==> src/rtl/sprite_motion.sv <==
// Per-frame sprite position/velocity update with edge reflection.
// A synchronised frame_int rising edge starts a CALC -> CHECK -> COMMIT pass; both offsets load together in COMMIT.
module sprite_motion #(
    parameter int SCREEN_W = 800,
    parameter int SCREEN_H = 480,
    parameter int SPRITE_W = 64,
    parameter int SPRITE_H = 64,
    parameter int INIT_X   = 123,
    parameter int INIT_Y   = 234,
    parameter int INIT_VX  = 1,
    parameter int INIT_VY  = 1
) (
    input  logic        clk,
    input  logic        reset,
    input  logic        frame_int,
    input  logic        pause,
    input  logic        vel_we,
    input  logic [7:0]  vel_x_in,
    input  logic [7:0]  vel_y_in,
    output logic [15:0] offset_x,
    output logic [15:0] offset_y,
    output logic [7:0]  vel_x,
    output logic [7:0]  vel_y,
    output logic        hit_x,
    output logic        hit_y,
    output logic [15:0] bounce_count,
    output logic        busy,
    output logic [1:0]  state_dbg
);
    localparam logic signed [17:0] MAX_X = 18'(SCREEN_W - SPRITE_W);
    localparam logic signed [17:0] MAX_Y = 18'(SCREEN_H - SPRITE_H);

    typedef enum logic [1:0] {IDLE, CALC, CHECK, COMMIT} state_t;
    state_t state_q, state_d;

    logic        s1_q, s2_q, s3_q, armed_q;
    logic [1:0]  arm_cnt_q;
    logic        fire;
    logic [15:0] off_x_q, off_x_d, off_y_q, off_y_d;
    logic [7:0]  vel_x_q, vel_x_d, vel_y_q, vel_y_d;
    logic signed [16:0] sum_x_q, sum_x_d, sum_y_q, sum_y_d;
    logic [15:0] wpos_x_q, wpos_x_d, wpos_y_q, wpos_y_d;
    logic [7:0]  wvel_x_q, wvel_x_d, wvel_y_q, wvel_y_d;
    logic        whit_x_q, whit_x_d, whit_y_q, whit_y_d;
    logic        pend_q, pend_d;
    logic [7:0]  pvx_q, pvx_d, pvy_q, pvy_d;
    logic        hit_x_q, hit_x_d, hit_y_q, hit_y_d;
    logic [15:0] bc_q, bc_d;
    logic [16:0] bc_sum;
    logic [24:0] rx, ry;

    // |v| with -128 saturating to +127 so the negation stays representable.
    function automatic logic [7:0] vel_mag(input logic [7:0] v);
        if (v == 8'h80)
            return 8'h7f;
        else if (v[7])
            return ~v + 8'd1;
        else
            return v;
    endfunction

    // Returns {hit, new_vel, new_pos}.
    function automatic logic [24:0] reflect(input logic signed [16:0] sum, input logic [7:0] v,
                                            input logic signed [17:0] maxv);
        logic signed [17:0] s, p;
        logic [7:0] m, nv;
        logic h;
        s  = {sum[16], sum};
        m  = vel_mag(v);
        nv = v;
        h  = 1'b0;
        if (s < 18'sd0) begin
            p = -s; nv = m; h = 1'b1;
        end else if (s > maxv) begin
            p = (maxv <<< 1) - s; nv = ~m + 8'd1; h = 1'b1;
        end else begin
            p = s;
        end
        if (p < 18'sd0)
            p = 18'sd0;
        else if (p > maxv)
            p = maxv;
        return {h, nv, p[15:0]};
    endfunction

    // Arming blocks a spurious edge when frame_int is already high as reset releases.
    always_ff @(posedge clk or negedge reset) begin
        if (!reset) begin
            s1_q <= 1'b0; s2_q <= 1'b0; s3_q <= 1'b0;
            arm_cnt_q <= 2'd0; armed_q <= 1'b0;
        end else begin
            s1_q <= frame_int; s2_q <= s1_q; s3_q <= s2_q;
            if (arm_cnt_q != 2'd2) arm_cnt_q <= arm_cnt_q + 2'd1;
            if (arm_cnt_q == 2'd2 && !s2_q) armed_q <= 1'b1;
        end
    end

    assign fire = s2_q & ~s3_q & armed_q;

    always_comb begin
        state_d = state_q;
        off_x_d = off_x_q;   off_y_d = off_y_q;
        vel_x_d = vel_x_q;   vel_y_d = vel_y_q;
        sum_x_d = sum_x_q;   sum_y_d = sum_y_q;
        wpos_x_d = wpos_x_q; wpos_y_d = wpos_y_q;
        wvel_x_d = wvel_x_q; wvel_y_d = wvel_y_q;
        whit_x_d = whit_x_q; whit_y_d = whit_y_q;
        pend_d = pend_q;     pvx_d = pvx_q;   pvy_d = pvy_q;
        hit_x_d = 1'b0;      hit_y_d = 1'b0;
        bc_d = bc_q;
        bc_sum = {1'b0, bc_q} + 17'(whit_x_q) + 17'(whit_y_q);
        rx = reflect(sum_x_q, vel_x_q, MAX_X);
        ry = reflect(sum_y_q, vel_y_q, MAX_Y);

        if (vel_we) begin
            if (state_q == IDLE) begin
                vel_x_d = vel_x_in; vel_y_d = vel_y_in;
            end else begin
                pend_d = 1'b1; pvx_d = vel_x_in; pvy_d = vel_y_in;
            end
        end

        case (state_q)
            IDLE: if (fire && !pause) state_d = CALC;
            CALC: begin
                sum_x_d = $signed({off_x_q[15], off_x_q}) + $signed({{9{vel_x_q[7]}}, vel_x_q});
                sum_y_d = $signed({off_y_q[15], off_y_q}) + $signed({{9{vel_y_q[7]}}, vel_y_q});
                state_d = CHECK;
            end
            CHECK: begin
                wpos_x_d = rx[15:0]; wvel_x_d = rx[23:16]; whit_x_d = rx[24];
                wpos_y_d = ry[15:0]; wvel_y_d = ry[23:16]; whit_y_d = ry[24];
                state_d  = COMMIT;
            end
            COMMIT: begin
                off_x_d = wpos_x_q; off_y_d = wpos_y_q;
                hit_x_d = whit_x_q; hit_y_d = whit_y_q;
                bc_d    = bc_sum[16] ? 16'hffff : bc_sum[15:0];
                // A strobe landing on COMMIT itself is newest and wins.
                if (vel_we) begin
                    vel_x_d = vel_x_in; vel_y_d = vel_y_in;
                end else if (pend_q) begin
                    vel_x_d = pvx_q; vel_y_d = pvy_q;
                end else begin
                    vel_x_d = wvel_x_q; vel_y_d = wvel_y_q;
                end
                pend_d  = 1'b0;
                state_d = IDLE;
            end
            default: state_d = IDLE;
        endcase
    end

    always_ff @(posedge clk or negedge reset) begin
        if (!reset) begin
            state_q <= IDLE;
            off_x_q <= 16'(INIT_X);  off_y_q <= 16'(INIT_Y);
            vel_x_q <= 8'(INIT_VX);  vel_y_q <= 8'(INIT_VY);
            sum_x_q <= '0;           sum_y_q <= '0;
            wpos_x_q <= '0;          wpos_y_q <= '0;
            wvel_x_q <= '0;          wvel_y_q <= '0;
            whit_x_q <= 1'b0;        whit_y_q <= 1'b0;
            pend_q <= 1'b0;          pvx_q <= '0;     pvy_q <= '0;
            hit_x_q <= 1'b0;         hit_y_q <= 1'b0;
            bc_q <= '0;
        end else begin
            state_q <= state_d;
            off_x_q <= off_x_d;      off_y_q <= off_y_d;
            vel_x_q <= vel_x_d;      vel_y_q <= vel_y_d;
            sum_x_q <= sum_x_d;      sum_y_q <= sum_y_d;
            wpos_x_q <= wpos_x_d;    wpos_y_q <= wpos_y_d;
            wvel_x_q <= wvel_x_d;    wvel_y_q <= wvel_y_d;
            whit_x_q <= whit_x_d;    whit_y_q <= whit_y_d;
            pend_q <= pend_d;        pvx_q <= pvx_d;  pvy_q <= pvy_d;
            hit_x_q <= hit_x_d;      hit_y_q <= hit_y_d;
            bc_q <= bc_d;
        end
    end

    assign offset_x     = off_x_q;
    assign offset_y     = off_y_q;
    assign vel_x        = vel_x_q;
    assign vel_y        = vel_y_q;
    assign hit_x        = hit_x_q;
    assign hit_y        = hit_y_q;
    assign bounce_count = bc_q;
    assign busy         = (state_q != IDLE);
    assign state_dbg    = state_q;
endmodule

==> config.mk <==
export PLATFORM = sky130hd
export DESIGN_NAME = sprite_motion
export DESIGN_NICKNAME = d
export VERILOG_FILES = /design/src/rtl/sprite_motion.sv
export SDC_FILE = /design/constraint.sdc
export NUM_CORES = 1
export LEC_CHECK = 0
export CAP_MARGIN = 40
export CORE_ASPECT_RATIO = 2
export CORE_MARGIN = 8
export CORE_UTILIZATION = 42
export CTS_CLUSTER_SIZE = 30
export DETAILED_ROUTE_END_ITERATION = 16
export GPL_TIMING_DRIVEN = 0
export HOLD_SLACK_MARGIN = 0.06
export MAX_ROUTING_LAYER = met4
export PLACE_DENSITY = 0.62
export SETUP_SLACK_MARGIN = 0.02
export SKIP_CTS_REPAIR_TIMING = 1
export SKIP_LAST_GASP = 1
export SLEW_MARGIN = 20
export SYNTH_ARGS = -nofsm -noshare
export SYNTH_HDL_FRONTEND = slang
export SYNTH_SLANG_ARGS = --single-unit
==> constraint.sdc <==
create_clock -name clk -period 4.4 [get_ports clk]
set_input_delay 1.32 -clock clk [delete_from_list [all_inputs] [get_ports clk]]
set_output_delay 1.32 -clock clk [all_outputs]
set_load 0.005 [all_outputs]
==> flow_summary_export.csv <==
group,metric,value,unit
synthesis,synthCells,1114,
sta,worstMarginPinSlew,0.852,ns
critical_path,critical_path_required,4.74,ns
worst_hold_path,hold_end,"s2_q$_DFF_PN0_",
sta,setup_ws,0.720,ns
critical_path,crit_type,"reg2reg",
synthesis,synth_cell_types,90,
drt,finalWirelength,32.9,mm
layout,postLayoutCoreUtil,0.509,
power_and_ir_drop,p_leak,5.35,nW
outcome,status,"complete, no violations",
synthesis,yosysSeqAreaShare,0.410,
worst_hold_path,worstHoldStart,"s1_q$_DFF_PN0_",
sta,clock.fmax,272,MHz
drt,vias_per_cell,5.84,
layout,regArea,0.00440,mm2
clocking,path_clk_slew,0.07,ns
sta,slew_headroom,0.427,
clocking,cts_tree,"yes",
layout,layout-drive-gt1-share,0.136,
critical_path,timing.rr.start,"sum_y_q[12]$_DFFE_PN0N_",
synthesis,syn_area,0.0107,mm2
sta,whs,0.357,ns
floorplan,coreArea,0.0250,mm2
clocking,insertion_delay,0.45,ns
synthesis,ys_ff_latch,175,
placement,place_ws,0.586,ns
worst_hold_path,min_path_cells,0,
clocking,numCtsBuffers,17,
layout,syn2layout_area_growth,18.9,%
synthesis,synth_edf_count,0,
clocking,root_buffer,"clkbuf_16",
layout,antenna_cells,0,
sta,skew,0.00729,ns
floorplan,die_h,242,um
synthesis,async_flop_share,1.00,
layout,fillCellCount,2407,
layout,finalInstanceArea,0.0127,mm2
sta,setup_viol,0,
clocking,cts_max_level,4,
floorplan,start_util,0.428,
synthesis,synth_area_per_cell,9.62,um2
global_route,grt-ovfl-total,0,
critical_path,crit_fanout,8,
floorplan,fp.dieW,129,um
critical_path,critPathCaptureType,"flop",
placement,place.gp.congestion,0.934,
placement,place_area,0.0121,mm2
critical_path,crit_path_start_kind,"flop",
global_route,grt_max_degree,96,
critical_path,r2r_end,"wpos_y_q[7]$_DFFE_PN0P_",
critical_path,crit_arrival,4.02,ns
placement,place_inst,1543,
sta,slew_violations,0,
layout,multiInputGateArea,0.00580,mm2
run,drv_cap,0,
clocking,clock-sinks,175,
floorplan,num_rows,82,
drt,wire_per_inst,20.9,um
synthesis,synth_nets,1183,
power_and_ir_drop,power,9.46,mW
placement,port_buffers,89,
sta,hold_violations,0,
sta,rsz0062_at_grt,"false",
power_and_ir_drop,power_density,742,mW/mm2
global_route,grt_util_all_layers,0.225,
synthesis,yosysWarnings,0,
drt,vias,9192,
synthesis,synth_ff_type,"dfrtp_1",
placement,dp_hpwl,25.2,mm
drt,dr.pass1.iters,5,
drt,drc,0,
clocking,cts_buffer_depth,2,
sta,fin_setup_tns,0,ns
global_route,antenna_found_initial,0,
floorplan,io_pins,90,
drt,drt_iter0_markers,477,
layout,final_cells,1575,
power_and_ir_drop,ir_drop,0.282,mV
floorplan,die_area,0.0312,mm2
layout,fin_nets,1295,
global_route,grt_pass1_wl,52.4,mm
sta,period_minus_slack,3.68,ns
sta,min_period_over_period,0.836,
critical_path,reg2reg_slack,0.72,ns
worst_hold_path,min_path_type,"reg2reg",
global_route,first_global_vias,9601,
drt,ant_nets,0,
critical_path,ff2ff_path_depth,8,
synth_stat cells, drive strengths merged, types with 20 or more instances:
cell    instances  area [um2]
nand3          26         135
or3            21         133
xor2           24         210
o21ai          83         423
nor2           66         248
nor2b          23         144
xnor2          30         263
ha             45         563
clkbuf         53         250
inv            54         203
mux2           77         867
a21oi          49         245
dfrtp         162        4050
nor3           20         100
nand2          93         349
report_power, final:
part / leakage [nW] / switching [mW] / total (mW) / internal, mW
clock network: 0.313 / 0.656 / 1.68 / 1.03
logic: 2.88 / 2.93 / 5.08 / 2.16
registers: 2.16 / 0.557 / 2.69 / 2.13
total: 5.35 / 4.14 / 9.46 / 5.32
worst max-delay path: stages (launching register included):
cell      delay, ns
dfrtp_1        0.42
or4_4          0.57
nor4_1         0.67
o21ai_0        0.55
a211oi_1       0.33
o221ai_1       0.19
nor4_1         0.34
o21ai_2        0.22
o221a_2        0.28
registers in the layout, summed over array words and instances, names as in the netlist, 16 cells and up:
signal	count
bounce_count	16
offset_x	16
sum_x_q	17
offset_y	16
sum_y_q	17
wpos_x_q	16
wpos_y_q	16
layout by cell type, fill, tap and decap left out, drive strengths merged, types with 8 or more instances in the layout:
cell type	count
a22oi	18
xnor2	30
a211oi	12
ha	45
mux2	77
nand2b	9
clkbuf	77
o31ai	15
or3	21
nor3	20
nand2	93
buf	16
nor2b	23
clkdlybuf4s50	88
xor2	24
a31oi	16
and3	10
inv	55
nor4	12
o21a	12
dfrtp	162
nor2	66
o211ai	10
dfstp	13
or2	8
o2bb2ai	14
a21oi	49
nand4	8
nand3	26
o21ai	83
layout make-up:
class                           count  area share
Multi-Input combinational cell    818       0.455
Buffer                             65      0.0247
Clock buffer                       24      0.0394
Inverter                           56      0.0165
Sequential cell                   175       0.345
Tap cell                          336      0.0330
Clock inverter                      8      0.0117
Timing Repair Buffer               93      0.0747
cell families (layout without fill, tap and decap cells):
family	after synthesis	after routing	share of synthesized area
AOI/OAI and AO/OA	296	296	0.188
xor gates and xnor gates	54	54	0.0441
adders and majority gates	48	48	0.0582
buffers and inverters	121	246	0.0489
DFF	175	175	0.410
muxes	82	82	0.0856
and+or+nand+nor	338	338	0.165
worst max-delay path by stage:
| stage | endpoint | cells after the start | slack, ns | startpoint |
|---|---|---|---|---|
| 5_1_grt | wpos_y_q[5]$_DFFE_PN0P_ | 8 | 0.44 | sum_y_q[12]$_DFFE_PN0N_ |
| 4_1_cts | wpos_y_q[7]$_DFFE_PN0P_ | 8 | 0.69 | sum_y_q[12]$_DFFE_PN0N_ |
| 3_5_place_dp | pvx_q[5]$_DFFE_PN0P_ | 6 | 0.59 | vel_we |
| 2_1_floorplan | wpos_x_q[8]$_DFFE_PN0P_ | 12 | 1.39 | sum_x_q[1]$_DFFE_PN0N_ |
| 3_3_place_gp | pvy_q[0]$_DFFE_PN0P_ | 1 | -5.44 | reset |
| 6_report | wpos_y_q[7]$_DFFE_PN0P_ | 8 | 0.72 | sum_y_q[12]$_DFFE_PN0N_ |
metal layers:
| layer | global-route usage | share of wire |
|---|---|---|
| met1 | 0.218 | 0.37 |
| met2 | 0.397 | 0.53 |
| met3 | 0.0368 | 0.036 |
| met4 | 0.155 | 0.067 |
| met5 | - | 0 |
(Power assumes the default switching activity.)
